<file path="src/rtl/halfduplex_msg_xfer_ctrl.sv">
// rtl/halfduplex_msg_xfer_ctrl.sv - half-duplex message TX, turnaround and RX controller
// Define XFER_PARITY_EN to add an even-parity bit after TX and RX plus the parity_err output.
module halfduplex_msg_xfer_ctrl #(
  parameter int MSG_WIDTH   = 4,
  parameter int TURN_CYCLES = 1
) (
  input  logic                 sys_clk,
  input  logic                 rst,
  input  logic [MSG_WIDTH-1:0] in_msg,
  input  logic                 in_rx_req,
  input  logic                 in_valid,
  output logic                 in_ready,
  output logic                 serial_out,
  output logic                 serial_oe,
  input  logic                 serial_in,
  output logic [MSG_WIDTH-1:0] out_msg,
  output logic                 out_valid,
  input  logic                 out_ready,
  output logic                 busy
`ifdef XFER_PARITY_EN
  ,
  output logic                 parity_err
`endif
);
  localparam int CNT_MAX = (MSG_WIDTH > TURN_CYCLES) ? MSG_WIDTH : TURN_CYCLES;
  localparam int CW      = $clog2(CNT_MAX + 1);
  localparam logic [CW-1:0] BIT_LAST  = CW'(MSG_WIDTH - 1);
  localparam logic [CW-1:0] TURN_LAST = CW'(TURN_CYCLES - 1);

  typedef enum logic [2:0] {
    S_IDLE,
    S_TX,
    S_TURN,
    S_RX,
    S_DONE
`ifdef XFER_PARITY_EN
    ,
    S_TX_PAR,
    S_RX_PAR
`endif
  } state_t;

  state_t               r_state;
  logic [MSG_WIDTH-1:0] r_shreg;
  logic [CW-1:0]        r_cnt;
  logic                 r_rx_req;
  logic                 r_in_ready;
  logic                 r_busy;
  logic                 r_oe;
  logic                 r_sout;
  logic [MSG_WIDTH-1:0] r_out_msg;
  logic                 r_out_valid;
  logic [MSG_WIDTH-1:0] w_rx_shift;

  assign w_rx_shift = {r_shreg[MSG_WIDTH-2:0], serial_in};

  assign in_ready   = r_in_ready;
  assign busy       = r_busy;
  assign serial_oe  = r_oe;
  assign serial_out = r_sout;
  assign out_msg    = r_out_msg;
  assign out_valid  = r_out_valid;

`ifdef XFER_PARITY_EN
  logic r_perr;
  assign parity_err = r_perr;
`endif

  always_ff @(posedge sys_clk or posedge rst) begin
    if (rst) begin
      r_state     <= S_IDLE;
      r_shreg     <= '0;
      r_cnt       <= '0;
      r_rx_req    <= 1'b0;
      r_in_ready  <= 1'b1;
      r_busy      <= 1'b0;
      r_oe        <= 1'b0;
      r_sout      <= 1'b0;
      r_out_msg   <= '0;
      r_out_valid <= 1'b0;
`ifdef XFER_PARITY_EN
      r_perr      <= 1'b0;
`endif
    end else begin
      case (r_state)
        S_IDLE: begin
          if (in_valid) begin
            r_state    <= S_TX;
            r_shreg    <= in_msg;
            r_rx_req   <= in_rx_req;
            r_cnt      <= '0;
            r_in_ready <= 1'b0;
            r_busy     <= 1'b1;
            r_oe       <= 1'b1;
            r_sout     <= in_msg[MSG_WIDTH-1];
          end
        end
        S_TX: begin
          // Rotate rather than shift so the register still holds the message for the parity bit.
          r_shreg <= {r_shreg[MSG_WIDTH-2:0], r_shreg[MSG_WIDTH-1]};
          if (r_cnt == BIT_LAST) begin
            r_cnt <= '0;
`ifdef XFER_PARITY_EN
            r_state <= S_TX_PAR;
            r_sout  <= ^r_shreg;
`else
            r_oe   <= 1'b0;
            r_sout <= 1'b0;
            if (r_rx_req) begin
              r_state <= S_TURN;
            end else begin
              r_state    <= S_IDLE;
              r_busy     <= 1'b0;
              r_in_ready <= 1'b1;
            end
`endif
          end else begin
            r_cnt  <= r_cnt + 1'b1;
            r_sout <= r_shreg[MSG_WIDTH-2];
          end
        end
`ifdef XFER_PARITY_EN
        S_TX_PAR: begin
          r_oe   <= 1'b0;
          r_sout <= 1'b0;
          if (r_rx_req) begin
            r_state <= S_TURN;
          end else begin
            r_state    <= S_IDLE;
            r_busy     <= 1'b0;
            r_in_ready <= 1'b1;
          end
        end
`endif
        S_TURN: begin
          if (r_cnt == TURN_LAST) begin
            r_cnt   <= '0;
            r_state <= S_RX;
          end else begin
            r_cnt <= r_cnt + 1'b1;
          end
        end
        S_RX: begin
          r_shreg <= w_rx_shift;
          if (r_cnt == BIT_LAST) begin
            r_cnt <= '0;
`ifdef XFER_PARITY_EN
            r_state <= S_RX_PAR;
`else
            r_state     <= S_DONE;
            r_out_msg   <= w_rx_shift;
            r_out_valid <= 1'b1;
`endif
          end else begin
            r_cnt <= r_cnt + 1'b1;
          end
        end
`ifdef XFER_PARITY_EN
        S_RX_PAR: begin
          r_state     <= S_DONE;
          r_out_msg   <= r_shreg;
          r_out_valid <= 1'b1;
          r_perr      <= (^r_shreg) ^ serial_in;
        end
`endif
        S_DONE: begin
          if (out_ready) begin
            r_state     <= S_IDLE;
            r_out_valid <= 1'b0;
            r_busy      <= 1'b0;
            r_in_ready  <= 1'b1;
          end
        end
        default: begin
          r_state     <= S_IDLE;
          r_cnt       <= '0;
          r_oe        <= 1'b0;
          r_sout      <= 1'b0;
          r_out_valid <= 1'b0;
          r_busy      <= 1'b0;
          r_in_ready  <= 1'b1;
        end
      endcase
    end
  end
endmodule

</file>
<file path="config.mk">
export PLATFORM = sky130hd
export DESIGN_NAME = halfduplex_msg_xfer_ctrl
export DESIGN_NICKNAME = d
export VERILOG_FILES = /design/src/rtl/halfduplex_msg_xfer_ctrl.sv
export SDC_FILE = /design/constraint.sdc
export NUM_CORES = 1
export LEC_CHECK = 0
export ABC_AREA = 1
export CAP_MARGIN = 15
export CORE_MARGIN = 4
export CORE_UTILIZATION = 40
export CTS_CLUSTER_SIZE = 30
export DETAILED_ROUTE_END_ITERATION = 6
export HOLD_SLACK_MARGIN = 0.15
export PLACE_DENSITY = 0.78
export SKIP_CTS_REPAIR_TIMING = 1
export SLEW_MARGIN = 30
export SYNTH_ARGS = -nofsm -noshare
export SYNTH_HDL_FRONTEND = slang
export SYNTH_SLANG_ARGS = --single-unit
export TNS_END_PERCENT = 20
</file>
<file path="constraint.sdc">
create_clock -name sys_clk -period 1.05 [get_ports sys_clk]
set_input_delay 0.21 -clock sys_clk [delete_from_list [all_inputs] [get_ports sys_clk]]
set_output_delay 0.21 -clock sys_clk [all_outputs]
set_load 0.01 [all_outputs]
</file>
==> impl_metrics.yaml, run 1 <==
synthesis:
  synth_area_sq_um: 1096
  synth-seq-area-share_pct: 45.78
  yosysWarnings: 0
  avgSynthCellArea_sq_um: 8.059
  yosys_register_bits: 20
  syn_inst: 136
  synth_fp_nets: 150
  synth_cell_types: 20
timing:
  setup-tns-final_ps: -2811
  skew_ps: 6.445
  fmax_ghz: 0.7868
  fin_ws_ps: -221.0
  setup_viol: 20
  relSlewSlack_pct: 81.79
  rsz0062_at_grt: "true"
  period_needed_ps: 1271
  maxSlewViolCount: 0
  worstMarginPinSlew_ps: 273.1
  hold_viol_final: 0
  period_share_pct: 121.1
drt:
  firstDrtPassIters: 4
  drc_errors: 0
  vias: 1035
  routed_wirelength_mm: 2.550
  wl_met3_um: 96
  drt_iter0_drc: 13
  wl_met1_mm: 1.057
  top_layer: "met4"
  wl_per_cell_um: 12.09
  met2WireLength_mm: 1.371
  vias_per_cell: 4.905
  ant_nets: 0
floorplanning:
  io_pins: 19
  start_util_pct: 43.07
  die_y_um: 60.35
  die_w_um: 60.35
  core_sq_um: 2545
  dieArea_sq_um: 3642
  rows: 18
worst_setup_path:
  slowest_delay_ps: 450
  worstPathMaxFanout: 3
  slowest_stage: "dfrtp_1"
  start_kind: "flip-flop"
  cp_top_family: "adder cells"
  arrival_ps: 1460
  path_buf_inv: 2
  crit_chain: "ha_2 > inv_2 > ha_4 > inv_2 > a22oi_2 > o21ai_1"
  critical_path_class: "reg -> reg"
  crit_top_cell: "inv_2"
  required_ps: 1240
  cp-end-kind: "flip-flop"
clock_network:
  cts_buffers: 3
  cts.clk_slew.worst_paths_ps: 110
  cts.htree.levels: 1
  cts_root_buffer: "clkbuf_4"
  cts_max_path_buffers: 2
  cts_tree: "done"
  clk_latency_ps: 290
  clkSinkCount: 20
pwr:
  power.density_nw_per_um2: 2800
  ir_worst_vdd_uv: 1826
  p_total_mw: 4.505
  p_leak_nw: 0.8071
flow_run:
  drv_cap: 0
layout:
  layout-drive-gt1-share_pct: 41.44
  fillers: 219
  final_net_count: 196
  area_growth_pct: 46.80
  finish.instance_area_sq_um: 1609
  post-route-util_pct: 63.23
  antenna_cells: 0
  final_cells: 211
global_route:
  grt_max_degree: 21
  grt_pass1_wl_mm: 4.077
  grt_pass1_vias: 958
  antenna_found_initial: 0
  track_usage_pct: 14.88
  grt.overflow.total: 0
place:
  gp_congestion: 0.8487
  postPlaceCellArea_sq_um: 1451
  dp_cells: 200
  io_buffers: 18
  detailed_place_hpwl_mm: 1.885
outcome:
  violations: "negative setup slack"
  outcome: "finished, violations left"
worst_hold_path:
  hp-class: "in -> async"
## layout make-up
cell class / count / area (sq um) / share of cell area, %
multi-input cells: 95 / 615.6 / 38.26
flip-flops and latches: 20 / 506.7 / 31.49
repair buffers: 43 / 349.1 / 21.70
inverters: 19 / 73.82 / 4.588
well taps: 30 / 37.54 / 2.333
clock buffers: 4 / 26.28 / 1.633
## cells in the final DEF (no fill, tap or decap), drive strengths merged
master and count:
a21oi 3, clkbuf 12, buf 26, nand2 46
nand3b 1, o21ai 20, nand3 8, dfstp 1
inv 19, clkdlybuf4s50 9, nor2 12, ha 4
a22oi 1, dfrtp 19
## worst min-delay path, delay by kind of cell
kind	cells	cell delay [ps]
buffers and inverters	3	650
## cell families after synthesis
group / after synthesis / synth area share, %
AOI/OAI and AO/OA: 24 / 11.19
buffers and inverters: 21 / 8.790
DFF: 20 / 45.78
and+or+nand+nor: 67 / 29.68
adders and majority gates: 4 / 4.566
## cell usage after synthesis
cell	instances	share of area, %
a21oi_1	3	1.4
dfrtp_1	19	43
buf_6	1	1.0
nor2_4	3	3.1
nor2_1	6	2.1
nand2_2	1	0.57
inv_1	16	5.5
inv_2	3	1.0
o21ai_0	15	6.8
nand3_2	1	0.91
nand3_1	7	3.2
nand2_1	42	14
nand3b_1	1	0.69
nand2_4	3	3.1
dfstp_2	1	2.4
nor2_2	3	1.7
clkbuf_8	1	1.3
ha_1	4	4.6
a22oi_1	1	0.69
o21ai_1	5	2.3
## sequential cells by signal (all words and copies together) (netlist names)
signal,count
r_shreg,4
r_rx_req,1
r_state,3
in_ready,1
out_msg,4
busy,1
serial_out,1
r_cnt,3
out_valid,1
serial_oe,1
## per-layer routing
| metal | track usage (%) | vias up |
|---|---|---|
| met4 | 4.747 | 0 |
| li1 | - | 520 |
| met1 | 17.40 | 487 |
| met3 | 1.915 | 4 |
| met5 | 0 | - |
| met2 | 27.93 | 24 |
## worst paths after layout
kind	start	endpoint	slack, ps	cells past startpoint
setup / recovery	r_cnt[0]	r_cnt[2]	-220	6
hold / removal	rst	out_msg[2]	210	3
setup reg to reg	r_cnt[0]	r_cnt[2]	-220	6
hold reg to reg	in_ready	in_ready	490	2
max in group asynchronous	rst	in_ready	620	3
min in group sys_clk	in_rx_req	r_rx_req	480	3
## through the flow
step                hold WS [ps]  setup WS, ps
global placement           459.5        -261.7
floorplan                  173.1        -97.63
CTS                        212.9        -528.3
global route               215.2        -291.2
finish                     212.0        -221.0
detailed placement         469.0        -306.6
## report_power, final
part           switching (mW)  total [mW]  internal, mW
logic                    1.46        2.72          1.26
clock network           0.226       0.374         0.148
registers               0.284        1.41          1.13
No activity file was read; power rests on OpenSTA's default activity.
==> inputs of run 2 (changes only) <==
- GPL_ROUTABILITY_DRIVEN: unset -> 0
==> run 2 against run 1 <==
The run still ends with negative setup slack left; non-clock buffer count is 1 lower; hold slack worse by 16 ps; clock-buffer cell count stayed put; register-to-register slack worse by 30 ps; global-route usage is 1.1 points higher; clock skew is 2.7 ps lower; final cell count is 0.47% lower; die area stayed put; combinational power is 2% lower; largest cell class unchanged; largest power group unchanged.
==> impl_metrics.yaml, run 2 (synthesis gave the netlist of run 1 again) <==
drt:
  wl_per_cell_um: 12.78
  drt_iter0_drc: 13
  drc_errors: 0
  routed_wirelength_mm: 2.683
  vias_per_cell: 5.057
  firstDrtPassIters: 4
  vias: 1062
  ant_nets: 0
outcome:
  violations: "negative setup slack"
  outcome: "finished, violations left"
floorplanning:
  io_pins: 19
  die_w_um: 60.35
  rows: 18
  core_sq_um: 2545
  die_y_um: 60.35
  start_util_pct: 43.07
  dieArea_sq_um: 3642
worst_setup_path:
  arrival_ps: 1510
  slowest_stage: "dfrtp_2"
  reg2reg_slack_ps: -250
  crit_top_cell: "nand2_1"
  crit_chain: "nand2_1 > nor2_4 > nand2_2 > nand2_1 > nor2_4 > nand3_1 > nand2_1"
  r2r-start: "r_state[0]"
  cp-end-kind: "flip-flop"
  start_kind: "flip-flop"
  worstPathMaxFanout: 6
  slowest_delay_ps: 500
  required_ps: 1250
  r2r_end: "r_state[0]"
  rr_worst_depth: 7
  critical_path_class: "reg -> reg"
pwr:
  ir_worst_vdd_uv: 1992
  seqPwrFrac_pct: 31.3
  p_leak_nw: 0.8077
  power.density_nw_per_um2: 2824
  switching_share_pct: 43.72
  power.switching_mw: 1.988
  p_total_mw: 4.548
  pwr-share-comb_pct: 58.8
  internal_power_mw: 2.560
  p_clk_share_pct: 10.0
global_route:
  antenna_found_initial: 0
  grt_pass1_vias: 1050
  grt.overflow.total: 0
  grt_max_degree: 21
  track_usage_pct: 15.99
  grt_pass1_wl_mm: 4.381
clock_network:
  cts.clk_slew.worst_paths_ps: 110
  cts_tree: "done"
  cts.htree.levels: 1
  cts_max_path_buffers: 2
  clkSinkCount: 20
  cts_root_buffer: "clkbuf_4"
  clk_latency_ps: 300
  cts_buffers: 3
timing:
  period_needed_ps: 1303
  hold-worst-slack_ps: 195.6
  rsz0062_at_grt: "true"
  skew_ps: 3.753
  setup_viol: 23
  fin_ws_ps: -252.5
  hold_viol_final: 0
  worstMarginPinSlew_ps: 207.1
  setup-tns-final_ps: -3645
  maxSlewViolCount: 0
  period_share_pct: 124.0
  relSlewSlack_pct: 86.20
  fmax_ghz: 0.7678
place:
  dpl_worst_slack_ps: -312.9
  postPlaceCellArea_sq_um: 1459
  io_buffers: 18
  detailed_place_hpwl_mm: 1.929
  dp_cells: 201
layout:
  fillers: 215
  regArea_sq_um: 506.7
  antenna_cells: 0
  finish.instance_area_sq_um: 1610
  layout-drive-gt1-share_pct: 41.67
  final_net_count: 195
  area_growth_pct: 46.92
  final_common_cell: "nand2_1"
  final_cells: 210
  multi_input_area_sq_um: 611.8
  layout_common_cells: "nand2_1, buf_4, dfrtp_1"
  post-route-util_pct: 63.27
worst_hold_path:
  hp-class: "in -> async"
flow_run:
  drv_cap: 0
## run 2: worst max path at each step
stage / start / endpoint / slack [ps]
CTS: in_ready / in_ready / -540
floorplan: r_state[2] / r_state[1] / -100
global placement: in_valid / serial_oe / -260
global route: r_state[1] / r_state[0] / -310
finish: r_state[0] / r_state[0] / -250
detailed placement: in_valid / serial_oe / -310
## run 2: power by group through the flow
stage	registers (mW)	logic (mW)	clock network, mW
final	1.42	2.67	0.453
after global routing	1.47	2.99	0.492
after CTS	1.36	2.39	0.458
after detailed placement	1.38	2.37	0
after global placement	1.36	2.29	0
after floorplan	1.38	1.38	0
## run 2: layout make-up
type                       count  share of cell area [%]
tap                           30                   2.331
sequential                    20                   31.47
timing repair buffer          42                   21.37
multi-input combinational     95                   38.00
inverter                      19                   4.584
clock buffer                   4                   2.253
## run 2: worst max-delay path, delay by kind of cell (launching register included)
kind,cells,cell delay [ps]
AND/OR/NAND/NOR,7,710
flip-flops,1,500
## run 2: layer usage
metal,share of wire (%),up-vias,routed length [um],GRT usage (%)
met2,53,25,1412,29.94
met1,43,513,1145,17.91
met5,0,-,0,0
met3,3.3,7,89,2.553
li1,-,517,-,-
met4,1.3,0,36,6.329
==> inputs of run 3 (changes only) <==
- CTS_CLUSTER_SIZE: 30 -> 12
- REMOVE_ABC_BUFFERS: unset -> 1
==> run 3 against run 2 <==
The flow still finishes with violations (negative setup slack); flip-flop and latch count did not move; core utilization decreased by 0.84 points; global-route usage is 0.41 points higher; routed wire length fell by 1.5%; via count fell by 1.7%; critical path depth is 1 lower; final cell count is 0.48% lower; cell area down 1.3%.
==> impl_metrics.yaml, run 3 (synthesis gave the netlist of run 1 again) <==
outcome:
  outcome: "finished, violations left"
  violations: "negative setup slack"
timing:
  setup_viol: 22
  skew_ps: 3.887
  hold_viol_final: 0
  period_share_pct: 125.2
  fmax_ghz: 0.7607
  maxSlewViolCount: 0
  fin_ws_ps: -264.6
  period_needed_ps: 1315
  worstMarginPinSlew_ps: 182.8
  rsz0062_at_grt: "true"
  hold-worst-slack_ps: 202.8
  relSlewSlack_pct: 87.69
drt:
  routed_wirelength_mm: 2.642
  drc_errors: 0
  wl_per_cell_um: 12.64
  firstDrtPassIters: 4
  ant_nets: 0
  vias: 1044
  drt_iter0_drc: 16
  vias_per_cell: 4.995
pwr:
  p_clk_share_pct: 10.1
  seqPwrFrac_pct: 30.9
  internal_power_mw: 2.579
  power.density_nw_per_um2: 2857
  power.switching_mw: 1.961
  switching_share_pct: 43.19
  pwr-share-comb_pct: 59.0
  p_total_mw: 4.541
  ir_worst_vdd_uv: 1876
  p_leak_nw: 0.8067
worst_setup_path:
  required_ps: 1240
  rr_worst_depth: 6
  arrival_ps: 1510
  worstPathMaxFanout: 3
  cp-end-kind: "flip-flop"
  crit_start: "r_cnt[0]"
  reg2reg_slack_ps: -260
  start_kind: "flip-flop"
  critical_path_class: "reg -> reg"
  r2r-start: "r_cnt[0]"
  r2r_end: "r_cnt[2]"
global_route:
  grt_pass1_vias: 1073
  track_usage_pct: 16.39
  grt_pass1_wl_mm: 4.422
  met2_usage_pct: 32.56
  use_met1_pct: 16.87
  grt_max_degree: 21
  grt_busiest_layer: "met2"
  grt.met3_usage_pct: 2.340
  antenna_found_initial: 0
  grt.overflow.total: 0
clock_network:
  cts_root_buffer: "clkbuf_4"
  clk_latency_ps: 310
  cts_max_path_buffers: 2
  cts_tree: "done"
  cts.htree.levels: 1
  cts_buffers: 3
  cts.clk_slew.worst_paths_ps: 110
  clkSinkCount: 20
layout:
  finish.instance_area_sq_um: 1589
  final_net_count: 194
  fillers: 231
  layout_common_cells: "nand2_1, buf_4, dfrtp_1"
  final_common_cell: "nand2_1"
  post-route-util_pct: 62.44
  area_growth_pct: 44.98
  layout-drive-gt1-share_pct: 41.34
  antenna_cells: 0
floorplanning:
  io_pins: 19
  dieArea_sq_um: 3642
  rows: 18
  start_util_pct: 43.07
  die_w_um: 60.35
  die_y_um: 60.35
  core_sq_um: 2545
flow_run:
  drv_cap: 0
place:
  io_buffers: 18
  postPlaceCellArea_sq_um: 1444
  detailed_place_hpwl_mm: 2.056
worst_hold_path:
  hp-class: "in -> async"
run 3: layer usage:
metal	wire, um	up-vias
met5	0	-
met1	1018	492
met2	1469	26
li1	-	519
met3	102	7
met4	51	0
run 3: how the worst max path moves through the flow:
stage and endpoint:
3_5_place_dp serial_oe, 6_report r_cnt[2], 3_3_place_gp serial_oe, 2_1_floorplan busy, 5_1_grt r_state[1], 4_1_cts in_ready
run 3: layout make-up:
cell class | instances | area [sq um] | share of cell area (%)
Multi-Input combinational cell | 95 | 598.1 | 37.64
Timing Repair Buffer | 41 | 339.1 | 21.34
Clock buffer | 4 | 36.28 | 2.283
Tap cell | 30 | 37.54 | 2.362
Inverter | 19 | 71.32 | 4.488
Sequential cell | 20 | 506.7 | 31.89
run 3: metrics by stage:
| step | TNS (ps) | instances | setup slack [ps] |
|---|---|---|---|
| 3_5_place_dp | -4474 | 201 | -285.3 |
| 4_1_cts | -7527 | 205 | -552.3 |
| 5_1_grt | -4554 | 209 | -322.5 |
| 2_1_floorplan | -1647 | 134 | -149.5 |
| 3_3_place_gp | -3740 | 201 | -248.6 |
| 6_report | -2761 | 209 | -264.6 |
run 3: critical path, cell delays in order (launching register included):
cell     delay (ps)
dfrtp_1         450
ha_2            210
inv_2            40
ha_4            250
inv_2            40
a22oi_2         110
o21ai_1         100
run 3: power by group through the flow:
stage | clock [mW] | sequential, mW | combinational, mW
floorplan | 0 | 1.41 | 1.25
global placement | 0 | 1.35 | 2.23
detailed placement | 0 | 1.38 | 2.33
CTS | 0.476 | 1.36 | 2.35
global route | 0.506 | 1.44 | 3.00
finish | 0.458 | 1.40 | 2.68
